[config.mk]
export PLATFORM = sky130hd
export DESIGN_NAME = pic_prio_arbiter
export DESIGN_NICKNAME = d
export VERILOG_FILES = /design/src/rtl/pic_pkg.sv /design/src/rtl/pic_rot_pick.sv /design/src/rtl/pic_prio_arbiter.sv
export SDC_FILE = /design/constraint.sdc
export NUM_CORES = 1
export LEC_CHECK = 0
export ABC_CLOCK_PERIOD_IN_PS = 5500
export CAP_MARGIN = 20
export CORE_ASPECT_RATIO = 0.75
export CORE_MARGIN = 3
export CORE_UTILIZATION = 44
export CTS_CLUSTER_DIAMETER = 60
export DETAILED_ROUTE_END_ITERATION = 10
export GPL_TIMING_DRIVEN = 0
export HOLD_SLACK_MARGIN = 0.15
export PLACE_DENSITY = 0.69
export SYNTH_ARGS = -nofsm -noshare
export SYNTH_HDL_FRONTEND = slang
export SYNTH_SLANG_ARGS = --single-unit
export TNS_END_PERCENT = 50
[constraint.sdc]
create_clock -name clk -period 5.5 [get_ports clk]
set_clock_uncertainty 0.15 [all_clocks]
set_input_delay 1.1 -clock clk [delete_from_list [all_inputs] [get_ports clk]]
set_output_delay 1.1 -clock clk [all_outputs]
set_load 0.05 [all_outputs]
[src/rtl/pic_pkg.sv]
// Shared definitions for the rotating-priority interrupt arbiter: FSM states,
// default channel count and small integer helpers used for parameter sizing.
package pic_pkg;

  localparam int PIC_N_DEFAULT = 8;

  typedef enum logic [1:0] {
    ST_IDLE = 2'd0,
    ST_REQ  = 2'd1,
    ST_ACK1 = 2'd2
  } pic_state_e;

  function automatic int clog2(input int value);
    int res;
    res = 0;
    while ((32'sd1 << res) < value) begin
      res = res + 32'sd1;
    end
    return res;
  endfunction

  // Distance of a level from the current top priority; 0 means highest.
  function automatic int prio_rank(input int lvl, input int lowest, input int n);
    return (lvl - lowest - 32'sd1 + 32'sd2 * n) % n;
  endfunction

endpackage

[src/rtl/pic_rot_pick.sv]
// Rotating find-first: returns the highest-priority set bit of a request
// vector, where priority starts at (lowest+1) and descends with wrap-around.
module pic_rot_pick
  import pic_pkg::*;
#(
  parameter int N   = PIC_N_DEFAULT,
  parameter int IDW = clog2(N)
) (
  input  logic [N-1:0]   req_i,
  input  logic [IDW-1:0] lowest_i,
  output logic           found_o,
  output logic [IDW-1:0] id_o
);

  // Walk the levels in priority order; only the first hit is recorded.
  always_comb begin
    int             sum;
    logic [IDW-1:0] idx;
    logic           hit;
    sum     = 0;
    idx     = {IDW{1'b0}};
    hit     = 1'b0;
    found_o = 1'b0;
    id_o    = {IDW{1'b0}};
    for (int k = 0; k < N; k++) begin
      sum     = int'(lowest_i) + 32'sd1 + k;
      idx     = IDW'((sum >= N) ? (sum - N) : sum);
      hit     = req_i[idx] & ~found_o;
      found_o = found_o | req_i[idx];
      id_o    = hit ? idx : id_o;
    end
  end

endmodule

[src/rtl/pic_prio_arbiter.sv]
// Priority interrupt arbiter with rotating priority, in-service tracking,
// two-strobe acknowledge sequence and normal/specific/automatic EOI.
module pic_prio_arbiter
  import pic_pkg::*;
#(
  parameter int  N       = PIC_N_DEFAULT,
  parameter int  VBASE_W = 5,
  localparam int IDW     = clog2(N)
) (
  input  logic                   clk,
  input  logic                   rst_n,
  input  logic [N-1:0]           irr,
  input  logic [N-1:0]           imr,
  input  logic                   fn,
  input  logic                   ar,
  input  logic                   eoi,
  input  logic                   seoi,
  input  logic [IDW-1:0]         seoi_lvl,
  input  logic                   rot_eoi,
  input  logic                   inta,
  input  logic [VBASE_W-1:0]     vbase,
  output logic [N-1:0]           isr,
  output logic                   isprior,
  output logic [VBASE_W+IDW-1:0] vec,
  output logic                   vec_vld
);

  localparam logic [N-1:0]   ONE_HOT0 = {{(N-1){1'b0}}, 1'b1};
  localparam logic [IDW-1:0] SPUR_ID  = IDW'(N - 1);

  pic_state_e             state_q;
  logic [N-1:0]           isr_q, isr_d;
  logic [IDW-1:0]         lowest_q, lowest_d;
  logic [IDW-1:0]         id_q;
  logic                   spur_q;
  logic                   isprior_q;
  logic                   vec_vld_q;
  logic [VBASE_W+IDW-1:0] vec_q;

  logic [N-1:0]   cand_req_s;
  logic           cand_found_s, isr_found_s, qualify_s;
  logic [IDW-1:0] cand_id_s, isr_id_s, clr_lvl_s;
  logic           eoi_hit_s, ar_hit_s;
  logic [N-1:0]   eoi_clr_s, ack_set_s, ar_clr_s;

  // Fully nested mode lets an in-service level re-request at its own priority.
  assign cand_req_s = irr & ~imr & (fn ? {N{1'b1}} : ~isr_q);

  pic_rot_pick #(.N(N), .IDW(IDW)) u_pick_cand (
    .req_i    (cand_req_s),
    .lowest_i (lowest_q),
    .found_o  (cand_found_s),
    .id_o     (cand_id_s)
  );

  pic_rot_pick #(.N(N), .IDW(IDW)) u_pick_isr (
    .req_i    (isr_q),
    .lowest_i (lowest_q),
    .found_o  (isr_found_s),
    .id_o     (isr_id_s)
  );

  assign qualify_s = cand_found_s &&
                     (!isr_found_s ||
                      (prio_rank(int'(cand_id_s), int'(lowest_q), N) <=
                       prio_rank(int'(isr_id_s), int'(lowest_q), N)));

  assign clr_lvl_s = seoi ? seoi_lvl : isr_id_s;
  assign eoi_hit_s = eoi && (isr_q != {N{1'b0}}) && (int'(clr_lvl_s) < N);
  assign eoi_clr_s = eoi_hit_s ? (ONE_HOT0 << clr_lvl_s) : {N{1'b0}};
  assign ack_set_s = ((state_q == ST_REQ) && inta && qualify_s) ?
                     (ONE_HOT0 << cand_id_s) : {N{1'b0}};
  assign ar_hit_s  = (state_q == ST_ACK1) && inta && ar && !spur_q;
  assign ar_clr_s  = ar_hit_s ? (ONE_HOT0 << id_q) : {N{1'b0}};

  // The EOI clear is applied first so a same-cycle acknowledge still lands.
  assign isr_d = (isr_q & ~eoi_clr_s & ~ar_clr_s) | ack_set_s;

  // Auto-EOI rotation takes precedence over an EOI rotation in the same cycle.
  always_comb begin
    lowest_d = lowest_q;
    if (ar_hit_s) begin
      lowest_d = id_q;
    end else if (eoi_hit_s && rot_eoi) begin
      lowest_d = clr_lvl_s;
    end else begin
      lowest_d = lowest_q;
    end
  end

  // Acknowledge sequencer plus all registered state and outputs.
  always_ff @(posedge clk or negedge rst_n) begin
    if (!rst_n) begin
      state_q   <= ST_IDLE;
      isr_q     <= {N{1'b0}};
      lowest_q  <= SPUR_ID;
      id_q      <= {IDW{1'b0}};
      spur_q    <= 1'b0;
      isprior_q <= 1'b0;
      vec_q     <= {(VBASE_W+IDW){1'b0}};
      vec_vld_q <= 1'b0;
    end else begin
      isr_q     <= isr_d;
      lowest_q  <= lowest_d;
      vec_vld_q <= 1'b0;
      case (state_q)
        ST_IDLE: begin
          if (qualify_s) begin
            state_q   <= ST_REQ;
            isprior_q <= 1'b1;
          end else begin
            state_q   <= ST_IDLE;
            isprior_q <= 1'b0;
          end
        end
        ST_REQ: begin
          if (inta) begin
            id_q      <= qualify_s ? cand_id_s : SPUR_ID;
            spur_q    <= !qualify_s;
            isprior_q <= 1'b0;
            state_q   <= ST_ACK1;
          end else if (!qualify_s) begin
            isprior_q <= 1'b0;
            state_q   <= ST_IDLE;
          end else begin
            isprior_q <= 1'b1;
            state_q   <= ST_REQ;
          end
        end
        ST_ACK1: begin
          if (inta) begin
            vec_q     <= {vbase, id_q};
            vec_vld_q <= 1'b1;
            state_q   <= ST_IDLE;
          end else begin
            state_q   <= ST_ACK1;
          end
        end
        default: begin
          state_q   <= ST_IDLE;
          isprior_q <= 1'b0;
        end
      endcase
    end
  end

  assign isr     = isr_q;
  assign isprior = isprior_q;
  assign vec     = vec_q;
  assign vec_vld = vec_vld_q;

endmodule

Word level (Yosys, flattened, before mapping). Index checks and enable logic that the tools add are counted.

Flip-flop bits (word level): 27. Input bits: 32. Output and inout bits: 18. Logic and storage cells: 197.

$add $sub $neg: 22. Magnitude comparators: 17. Eq/ne operators: 2. Shifts and indexed selects: 3. Mux-type cells: 73. Bitwise logic cells: 53. Reduce and logical (&&, ||, !) cells: 19.

Operator list (count): >= comparator 32 x 5 -> 1 bit, second input constant (7); 2-to-1 mux 3 bit (28); binary-select mux 1 bit (select 3 bit) (16); AND 8 bit (4); < comparator 3 x 4 -> 1 bit, second input constant (8); 2-to-1 mux 8 bit (4); NOT 8 bit (4); left shift 1 x 3 -> 8 bit, first input constant (3); subtractor 3 x 1 -> 3 bit, second input constant (8); 2-to-1 mux 1 bit (21); adder 4 x 3 -> 5 bit, second input constant (4); AND 1 bit (16); adder 5 x 6 -> 7 bit, second input constant (2); NOT 1 bit (14); OR 1 bit (14); adder 4 x 2 -> 5 bit, second input constant (2); subtractor 4 x 2 -> 5 bit, second input constant (2); logical AND 1 bit (8); OR 8 bit (1); nonzero test 8 bit (1); subtractor 3 x 3 -> 4 bit (2); case mux 2 bit (3 select lines) (1); OR reduction 3 bit (2); adder 4 x 1 -> 5 bit, second input constant (1); other kinds (12) (16).

Longest topological paths before layout. Gate-level depths: netlist (run 1).

Depth in word-level cells: 26. Mapped depth: 31. Depth with buffers taken out: 27.

Hierarchy. From an unflattened synthesis (run 1), not the netlist that was laid out.

Cells, all modules: 378. Area total of the unflattened synthesis: 3323.2 sq um.

By module, submodules not included: pic_prio_arbiter (instances 1, cells each 180, area an instance 1709.1 sq um, seq. area each 679.4 sq um); pic_rot_pick (instances 2, cells each 99, area an instance 807.0 sq um, seq. area each 0.0 sq um).

Least setup slack after synthesis (run 1). OpenSTA, ideal clock, no wires.

Path kind: register -> register. Start point: register lowest_q[0]. End point: register isr_q[2] (netlist: isr[2]). Library setup time: 0.083 ns. Arrival time: 5.757 ns. Data required time: 5.267 ns. Setup slack: -0.490 ns. Cell stages (with the launch flop): 30. Path buffers: 3. Clock period less this slack: 5.990 ns. Cell sequence: dfstp_2 > buf_6 > buf_6 > inv_2 > ha_1 > buf_2 > nand2b_1 > nor3_1 > o41a_1 > a2111oi_2 > o21a_1 > o21a_1 > nor2_1 > o311ai_2 > inv_1 > ha_1 > inv_1 > fa_1 > inv_1 > ha_1 > ha_1 > nor2b_1 > o21ai_0 > a32o_1 > mux2i_1 > o21ai_0 > o41ai_2 > nor2_1 > nand3_1 > o22ai_1.

Word-level cells in the longest chain between the ends: 26. Elaborated cells between the ends (all ways): 146.

RTL lines: from (decl) (RTL line pic_prio_arbiter.sv:33) `logic [IDW-1:0] lowest_q, lowest_d;`; from (signal assigned) (RTL line pic_prio_arbiter.sv:104) `lowest_q <= lowest_d;`; adder 3 x 1 -> 4 bit (RTL line pic_rot_pick.sv:26) `sum = int'(lowest_i) + 32'sd1 + k;`; adder 4 x 1 -> 5 bit (RTL line pic_rot_pick.sv:26); >= comparator 32 x 5 -> 1 bit or subtractor 3 x 1 -> 3 bit (tied branches) (RTL line pic_rot_pick.sv:27) `idx = IDW'((sum >= N) ? (sum - N) : sum);`; 2-to-1 mux 3 bit (RTL line pic_rot_pick.sv:27); binary-select mux 1 bit (select 3 bit) (RTL line pic_rot_pick.sv:28, pic_rot_pick.sv:29); 2-to-1 mux 1 bit (not written as such) (RTL line pic_rot_pick.sv:28, pic_rot_pick.sv:29); OR 1 bit (RTL line pic_rot_pick.sv:29) `found_o = found_o | req_i[idx];`; NOT 1 bit or OR 1 bit (tied branches) (RTL line pic_rot_pick.sv:28, pic_rot_pick.sv:29); [11 not listed]; AND 1 bit (no source line); <= comparator 4 bit (RTL line pic_prio_arbiter.sv:65) `(prio_rank(int'(cand_id_s), int'(lowest_q), N) <=`; logical OR 1 bit (RTL line pic_prio_arbiter.sv:64) `(!isr_found_s ||`; logical AND 1 bit (RTL line pic_prio_arbiter.sv:63) `assign qualify_s = cand_found_s &&`; logical AND 1 bit (RTL line pic_prio_arbiter.sv:71) `assign ack_set_s = ((state_q == ST_REQ) && inta && qualify_s) ?`; 2-to-1 mux 8 bit (RTL line pic_prio_arbiter.sv:71); OR 8 bit (*) (RTL line pic_prio_arbiter.sv:77) `assign isr_d = (isr_q & ~eoi_clr_s & ~ar_clr_s) | ack_set_s;`; named net isr_d[2] (RTL line pic_prio_arbiter.sv:32) `logic [N-1:0] isr_q, isr_d;`; to (signal assigned) (RTL line pic_prio_arbiter.sv:95) `isr_q <= {N{1'b0}};`; to (signal assigned) (RTL line pic_prio_arbiter.sv:103) `isr_q <= isr_d;`; to (decl) (RTL line pic_prio_arbiter.sv:32).

The timed path passes the listed nets; every way through them passes the cells marked *. The select of a mux whose other input is x is not followed. A chain may end at the register's enable or synchronous reset.

Worst setup path after layout (run 1).
Start point: register lowest_q[0]. End point: register isr_q[4] (netlist: isr[4]).

The elaborated chain is that of the path after synthesis.

==> results of run 1 <==
==> worst max-delay path by stage <==
stage | end | slack, ns
floorplan | isr[4] | -0.26
global placement | isr[2] | -1.64
detailed placement | isr[2] | -1.75
CTS | isr[4] | -0.50
global route | isr[4] | -0.76
finish | isr[4] | -0.61
==> logic make-up after synthesis <==
group | synth area share (%)
muxes | 21.68
and+or+nand+nor | 26.93
adders and majority gates | 5.222
other | 0.2062
AOI/OAI and AO/OA | 20.34
DFF | 18.65
buffers and inverters | 4.019
xor gates and xnor gates | 2.954
==> per-layer routing <==
layer	track usage [%]	share of wire, %
met4	5.193	1.5
met5	0	0
met1	36.93	44
met2	39.37	45
met3	4.107	9.2
==> metrics by stage <==
stage | hold WS, ns | TNS, ns
after global placement | 0.3166 | -21.22
after floorplan | 0.3172 | -1.537
final | 0.3579 | -6.945
after global routing | 0.3904 | -9.435
after CTS | 0.3604 | -5.404
after detailed placement | 0.3348 | -22.34
==> sequential cells by signal, indices dropped and copies added (netlist names) <==
| register | cells |
|---|---|
| isprior | 1 |
| isr | 8 |
| spur_q | 1 |
| id_q | 3 |
| vec_vld | 1 |
| lowest_q | 3 |
| state_q | 2 |
| vec | 8 |
==> placed cells by master (no fill, tap or decap), types with 6 or more instances in the layout <==
cell type,count
mux2i_1,14
nor2b_4,9
nand4_1,7
nand2_1,35
clkdlybuf4s50_1,35
mux2_2,15
mux2_4,6
a21oi_1,10
dfrtp_1,24
nand2b_1,15
nor2_1,26
nor3_1,6
nand3_1,16
inv_1,7
dlygate4sd2_1,7
o21ai_0,16
nand3_2,7
dlymetal6s2s_1,6
and2_1,6
o21a_1,6
mux4_2,15
buf_4,37
nor2b_1,7
==> area by class of cell <==
| cell class | count | area share [%] |
|---|---|---|
| Tap cell | 105 | 2.489 |
| Inverter | 15 | 1.470 |
| Clock buffer | 3 | 0.7822 |
| Sequential cell | 27 | 12.87 |
| Timing Repair Buffer | 91 | 16.54 |
| Buffer | 15 | 2.347 |
| Clock inverter | 1 | 0.1422 |
| Multi-Input combinational cell | 360 | 63.36 |
==> worst register-to-register path: cells and delay by family, from the launching register on <==
family                     cells  cell delay (ns)
adders and majority gates      5             1.46
DFF                            1             0.55
buffers and inverters          5             0.52
muxes                          3             1.01
and+or+nand+nor                4             1.02
AOI/OAI and AO/OA              6             1.03
xor gates and xnor gates       2             0.26
==> timing repair <==
item | CTS | global route
setup buffers | 27 | 12
resized for setup | 95 | 33
setup endpoints to repair | 14 | 14
pin swaps | 37 | 24
gates cloned | 1 | 1
==> metrics.md, run 1 <==
| Metric | Value |
|---|---|
| Fmax | `between 150 and 200 MHz` |
| First-pass GRT wire length | `19.53 mm` |
| Slew @ Worst Pin | `between 0.7 and 0.8 ns` |
| Final Max Slew Viols | `0` |
| Initial antenna violation count | `0` |
| I/O Pins | `50` |
| Clk Latency, worst-skew pair | `around 0.27 ns` |
| Ratio of cells with drive above 1 in the final layout | `about 36%` |
| Final setup fails | `14` |
| Startpoint types | `register` |
| DIE WIDTH | `roughly 110 um` |
| Crit-path max FO | `5` |
| Max-slew headroom | `between 40 and 50%` |
| Row cnt | `28` |
| Synth cell types | `78` |
| Grt ovf | `0` |
| Max stage delay on crit path | `0.55 ns` |
| Reg2Reg Setup Slack | `-0.61 ns` |
| Pre-CTS setup slack | `-1.752 ns` |
| CP Buf/Inv Count | `5` |
| Clock-pin slew on the worst setup and hold paths | `around 0.09 ns` |
| Worst path required time | `roughly 5.5 ns` |
| Min setup slack post-route | `-0.6067 ns` |
| Outcome | `complete, but fails checks` |
| Drt total wl | `12.53 mm` |
| Synthesized netlist cell count | `about 420` |
| Global-route usage over all layers | `about a quarter` |
| Dpl cell area | `around 4400 sq um` |
| CTS Buf Count | `3` |
| CTS Buffer Depth | `2` |
| DRC errors left | `0` |
| Reg-to-reg endpoint | `isr[4]` |
| CP Capture Type | `register` |
| WL/cell | `between 20 and 25 um` |
| Non-filler cells, final | `617` |
| Hold Crit Class | `reg2reg` |
| Vias/cell | `between 6 and 7` |
| Detailed Route Iter0 Violations | `approximately 370` |
| Cell family with the largest share of critical-path delay | `adder cells` |
| RePlAce Congestion | `around 0.95` |
| Asr flop ratio synth | `100.0%` |
| H-tree depth | `1` |
| # diodes | `0` |
| Sequential cell area | `approximately 680 sq um` |
| Commonest cells in the synthesized netlist | `35 x nand2_1, 31 x nor2_1, 24 x dfrtp_1` |
| Largest net degree at the start of global routing | `20` |
| Synth area leaders | `dfrtp_1 16%, mux4_2 9.3%, mux2_2 5.6%, mux2i_1 5.2%, ha_1 4.1%` |
| Die Span Y | `roughly 85 um` |
| HPWL Detailed | `8.856 mm` |
| RSZ-0062 raised after global routing | `true` |
| PortBufs | `slightly below 50` |
| R2R depth | `25` |
| Initial DRT Pass Iterations | `5` |
| Max cap viols | `0` |
| Routed Antenna Nets | `0` |
| Crit-path slowest cell | `dfstp_2` |
| YS warnings | `0` |
| Total nets after synthesis | `465` |
| Synthesis-stage register bit count | `27` |
| P&R area growth vs syn | `44.93%` |
| Hold path endpoint | `isprior` |
| Crit. Startpoint | `lowest_q[0]` |
| Most frequent cell after synthesis | `nand2_1` |
| Final nets | `~560` |
| Cell Area, Synth | `~3600 sq um` |
| CP most frequent cell | `ha_2` |
| Finished Cell Area | `5279 sq um` |
| Hold path depth | `1` |
| Synth top area share | `between 10% and 20%` |
| Core ar. | `7953 sq um` |
| Tmin final | `roughly 6.1 ns` |
| Fraction of the cycle the final worst path needs | `111.0%` |
| WS Path Type | `reg2reg` |
| Failing checks | `setup timing` |
| Register area share after synthesis | `18.65%` |
| Fin util | `about two thirds` |
| Worst hold start | `isprior` |
| Post-CTS Hold Fix Bufs | `0` |
| Reg2Reg Launch Point | `lowest_q[0]` |
| Top FF cell, synth | `dfrtp_1` |
| Area occupied by multi-input gates | `around 3300 sq um` |
| Vias in the first global route | `around 3700` |
| Sinks on Clock Net | `27` |
| Initial Util | `a little under half` |
| Fill count | `620` |
| Syn Area/Cell | `roughly 8.7 sq um` |
| Dpl cells | `about 570` |
| Vias post-DR | `roughly 4000` |
| Synth area leader | `dfrtp_1` |
| Hold violation total from the final report | `0` |
| CTS tree | `yes` |
| Post-synth EDFFs | `0` |
| Stages on worst setup path | `25` |
| Clock tree root buffer cell | `clkbuf_8` |
| CP arrival | `about 6.1 ns` |
| Die area | `between 9000 and 10000 sq um` |
Power of run 1 is not shown: default switching activity piles up to over one toggle a cycle in this logic, so the estimate is an artifact.
==> run 2, diff against run 1 <==
--- a/config.mk
+++ b/config.mk
@@ -5,13 +5,13 @@
 export SDC_FILE = /design/constraint.sdc
 export NUM_CORES = 1
 export LEC_CHECK = 0
-export ABC_CLOCK_PERIOD_IN_PS = 5500
 export CAP_MARGIN = 20
 export CORE_ASPECT_RATIO = 0.75
 export CORE_MARGIN = 3
 export CORE_UTILIZATION = 44
-export CTS_CLUSTER_DIAMETER = 60
+export CTS_CLUSTER_DIAMETER = 40
 export DETAILED_ROUTE_END_ITERATION = 10
+export GPL_ROUTABILITY_DRIVEN = 0
 export GPL_TIMING_DRIVEN = 0
 export HOLD_SLACK_MARGIN = 0.15
 export PLACE_DENSITY = 0.69
==> results of run 2 <==
The final DEF is identical to that of run 1; final timing and power are the same.
Power of run 2 is left out for the same reason.
==> run 3, diff against run 2 <==
--- a/config.mk
+++ b/config.mk
@@ -6,7 +6,6 @@
 export NUM_CORES = 1
 export LEC_CHECK = 0
 export CAP_MARGIN = 20
-export CORE_ASPECT_RATIO = 0.75
 export CORE_MARGIN = 3
 export CORE_UTILIZATION = 44
 export CTS_CLUSTER_DIAMETER = 40
==> metrics.md, run 3 (same netlist as run 1, synthesis figures left out) <==
| Metric | Value |
|---|---|
| CP Buf/Inv Count | `4 (-1)` |
| PortBufs | `49 (unchanged)` |
| Max cap viols | `0 (unchanged)` |
| Clk Latency, worst-skew pair | `0.27 ns (about the same)` |
| CTS Buf Count | `3 (unchanged)` |
| Sinks on Clock Net | `27 (unchanged)` |
| Drt total wl | `12.19 mm (-2.7%)` |
| Largest net degree at the start of global routing | `20 (unchanged)` |
| Crit-path slowest cell | `dfstp_2` |
| DIE WIDTH | `96.98 um (-13%)` |
| Initial Util | `46.18% (+0.38 points)` |
| Slew @ Worst Pin | `0.7732 ns (+0.009796 ns)` |
| R2R depth | `24 (-4.0%)` |
| Row cnt | `32 (+14%)` |
| Startpoint types | `register` |
| RSZ-0062 raised after global routing | `true` |
| Vias/cell | `6.366 (-1.1%)` |
| Stages on worst setup path | `24 (-4.0%)` |
| WS Path Type | `reg2reg` |
| Hold Crit Class | `reg2reg` |
| Worst path required time | `5.52 ns (about the same)` |
| CP Cell Sequence | `buf_6 -> buf_12 -> inv_12 -> ha_4 -> buf_6 -> mux4_2 -> nor4_2 -> o41ai_4 -> or4b_1 -> a31o_1 -> ha_2 -> fa_1 -> ha_4 -> xnor2_2 -> xnor2_1 -> ha_1 -> o21ai_1 -> a32o_2 -> mux2i_2 -> o21ai_2 -> o41ai_4 -> or2_4 -> nor3_4 -> a32o_1` |
| CTS tree | `yes` |
| Crit-path max FO | `10 (+5)` |
| Vias post-DR | `3966 (-0.15%)` |
| Tmin final | `6.123 ns (+0.01683 ns)` |
| Hold path depth | `1 (unchanged)` |
| Failing checks | `setup timing` |
| DRC errors left | `0 (unchanged)` |
| Final setup fails | `14 (unchanged)` |
| Final Max Slew Viols | `0 (unchanged)` |
| Final nets | `568 (+1.6%)` |
| Clock-pin slew on the worst setup and hold paths | `0.09 ns (about the same)` |
| Min setup slack post-route | `-0.6235 ns (-0.01683 ns)` |
| First-pass GRT wire length | `18.80 mm (-3.7%)` |
| # diodes | `0 (unchanged)` |
| H-tree depth | `1 (unchanged)` |
| WL/cell | `19.57 um (-3.7%)` |
| Max-slew headroom | `48.34% (-0.65 points)` |
| Vias in the first global route | `3768 (+0.67%)` |
| Die area | `9405 sq um (-0.13%)` |
| Max stage delay on crit path | `0.56 ns (about the same)` |
| HPWL Detailed | `8.380 mm (-5.4%)` |
| Cell family with the largest share of critical-path delay | `adder cells` |
| Die Span Y | `96.98 um (+14%)` |
| Global-route usage over all layers | `24.07% (-1.1 points)` |
| P&R area growth vs syn | `46.51%` |
| Post-Route Setup TNS | `-7.288 ns (-0.3430 ns)` |
| Detailed Route Iter0 Violations | `240 (-36%)` |
| Ratio of cells with drive above 1 in the final layout | `36.47% (+0.53 points)` |
| Outcome | `complete, but fails checks` |
| Fmax | `163.3 MHz (-0.28%)` |
| Core ar. | `7888 sq um (-0.82%)` |
| Fraction of the cycle the final worst path needs | `111.3% (+0.31 points)` |
| Most common cell after layout, fill and taps aside | `buf_4` |
| CP arrival | `6.14 ns (+0.02 ns)` |
| CTS Buffer Depth | `2 (unchanged)` |
| CP Capture Type | `register` |
| Initial antenna violation count | `0 (unchanged)` |
| I/O Pins | `50 (unchanged)` |
| Routed Antenna Nets | `0 (unchanged)` |
| Grt ovf | `0 (unchanged)` |
| Most frequent cells in the layout | `43 x buf_4, 42 x clkdlybuf4s50_1, 35 x nand2_1` |
| Clock tree root buffer cell | `clkbuf_8` |
| Hold violation total from the final report | `0 (unchanged)` |
| Initial DRT Pass Iterations | `5 (unchanged)` |
==> run 3: worst reg2reg max path, cell delays in order (launching register included) <==
cell     delay [ns]
dfstp_2        0.56
buf_6          0.11
buf_12         0.11
inv_12         0.03
ha_4           0.30
buf_6          0.17
mux4_2         0.42
nor4_2         0.43
o41ai_4        0.19
or4b_1         0.55
a31o_1         0.26
ha_2           0.20
fa_1           0.53
ha_4           0.19
xnor2_2        0.13
xnor2_1        0.13
ha_1           0.32
o21ai_1        0.10
a32o_2         0.25
mux2i_2        0.19
o21ai_2        0.13
o41ai_4        0.09
or2_4          0.21
nor3_4         0.04
a32o_1         0.22
==> run 3: timing repair <==
item                                    in CTS  in global routing
resized for setup                           82                 38
pin swaps                                   26                 31
setup buffers                               31                 19
endpoints found under the setup margin      14                 14
hold buffers                                 0                  0
gates cloned                                 1                  0
==> run 3: final cells by class <==
cell class,count,area [sq um]
Clock buffer,4,45.04
Timing Repair Buffer,100,910.9
Buffer,15,117.6
Fill cell,584,2551
Sequential cell,27,679.4
Tap cell,102,127.6
Inverter,15,75.07
Multi-Input combinational cell,360,3381
==> run 3: worst paths after layout <==
| path | start | end | slack [ns] |
|---|---|---|---|
| worst max-delay path | lowest_q[0] | isr[4] | -0.62 |
| max in group asynchronous | rst_n | isr[4] | 3.72 |
| worst min register to register | isprior | isprior | 0.35 |
| min in group asynchronous | rst_n | spur_q | 1.02 |
| worst max register to register | lowest_q[0] | isr[4] | -0.62 |
| worst min-delay path | isprior | isprior | 0.35 |
==> run 3: per-stage QoR <==
step | area [sq um] | util [%] | cells | setup slack (ns) | hold WS, ns
final | 5336 | 67.66 | 623 | -0.6235 | 0.3462
after global routing | 5336 | 67.66 | 623 | -0.7990 | 0.3602
after CTS | 5032 | 63.80 | 606 | -0.4831 | 0.3479
after detailed placement | 4398 | 55.76 | 571 | -1.604 | 0.3242
after global placement | 4370 | 55.41 | 570 | -1.623 | 0.3159
after floorplan | 3752 | - | 419 | -0.2554 | 0.3172
==> run 3: per-layer routing <==
layer  vias to the layer above  wire length, um  track usage, %
li1                       1815                -               -
met4                         0              302           7.775
met5                         -                0               0
met2                       187             6074           41.56
met1                      1934             4894           31.31
met3                        30              920           2.884
Power of run 3 is left out for the same reason.
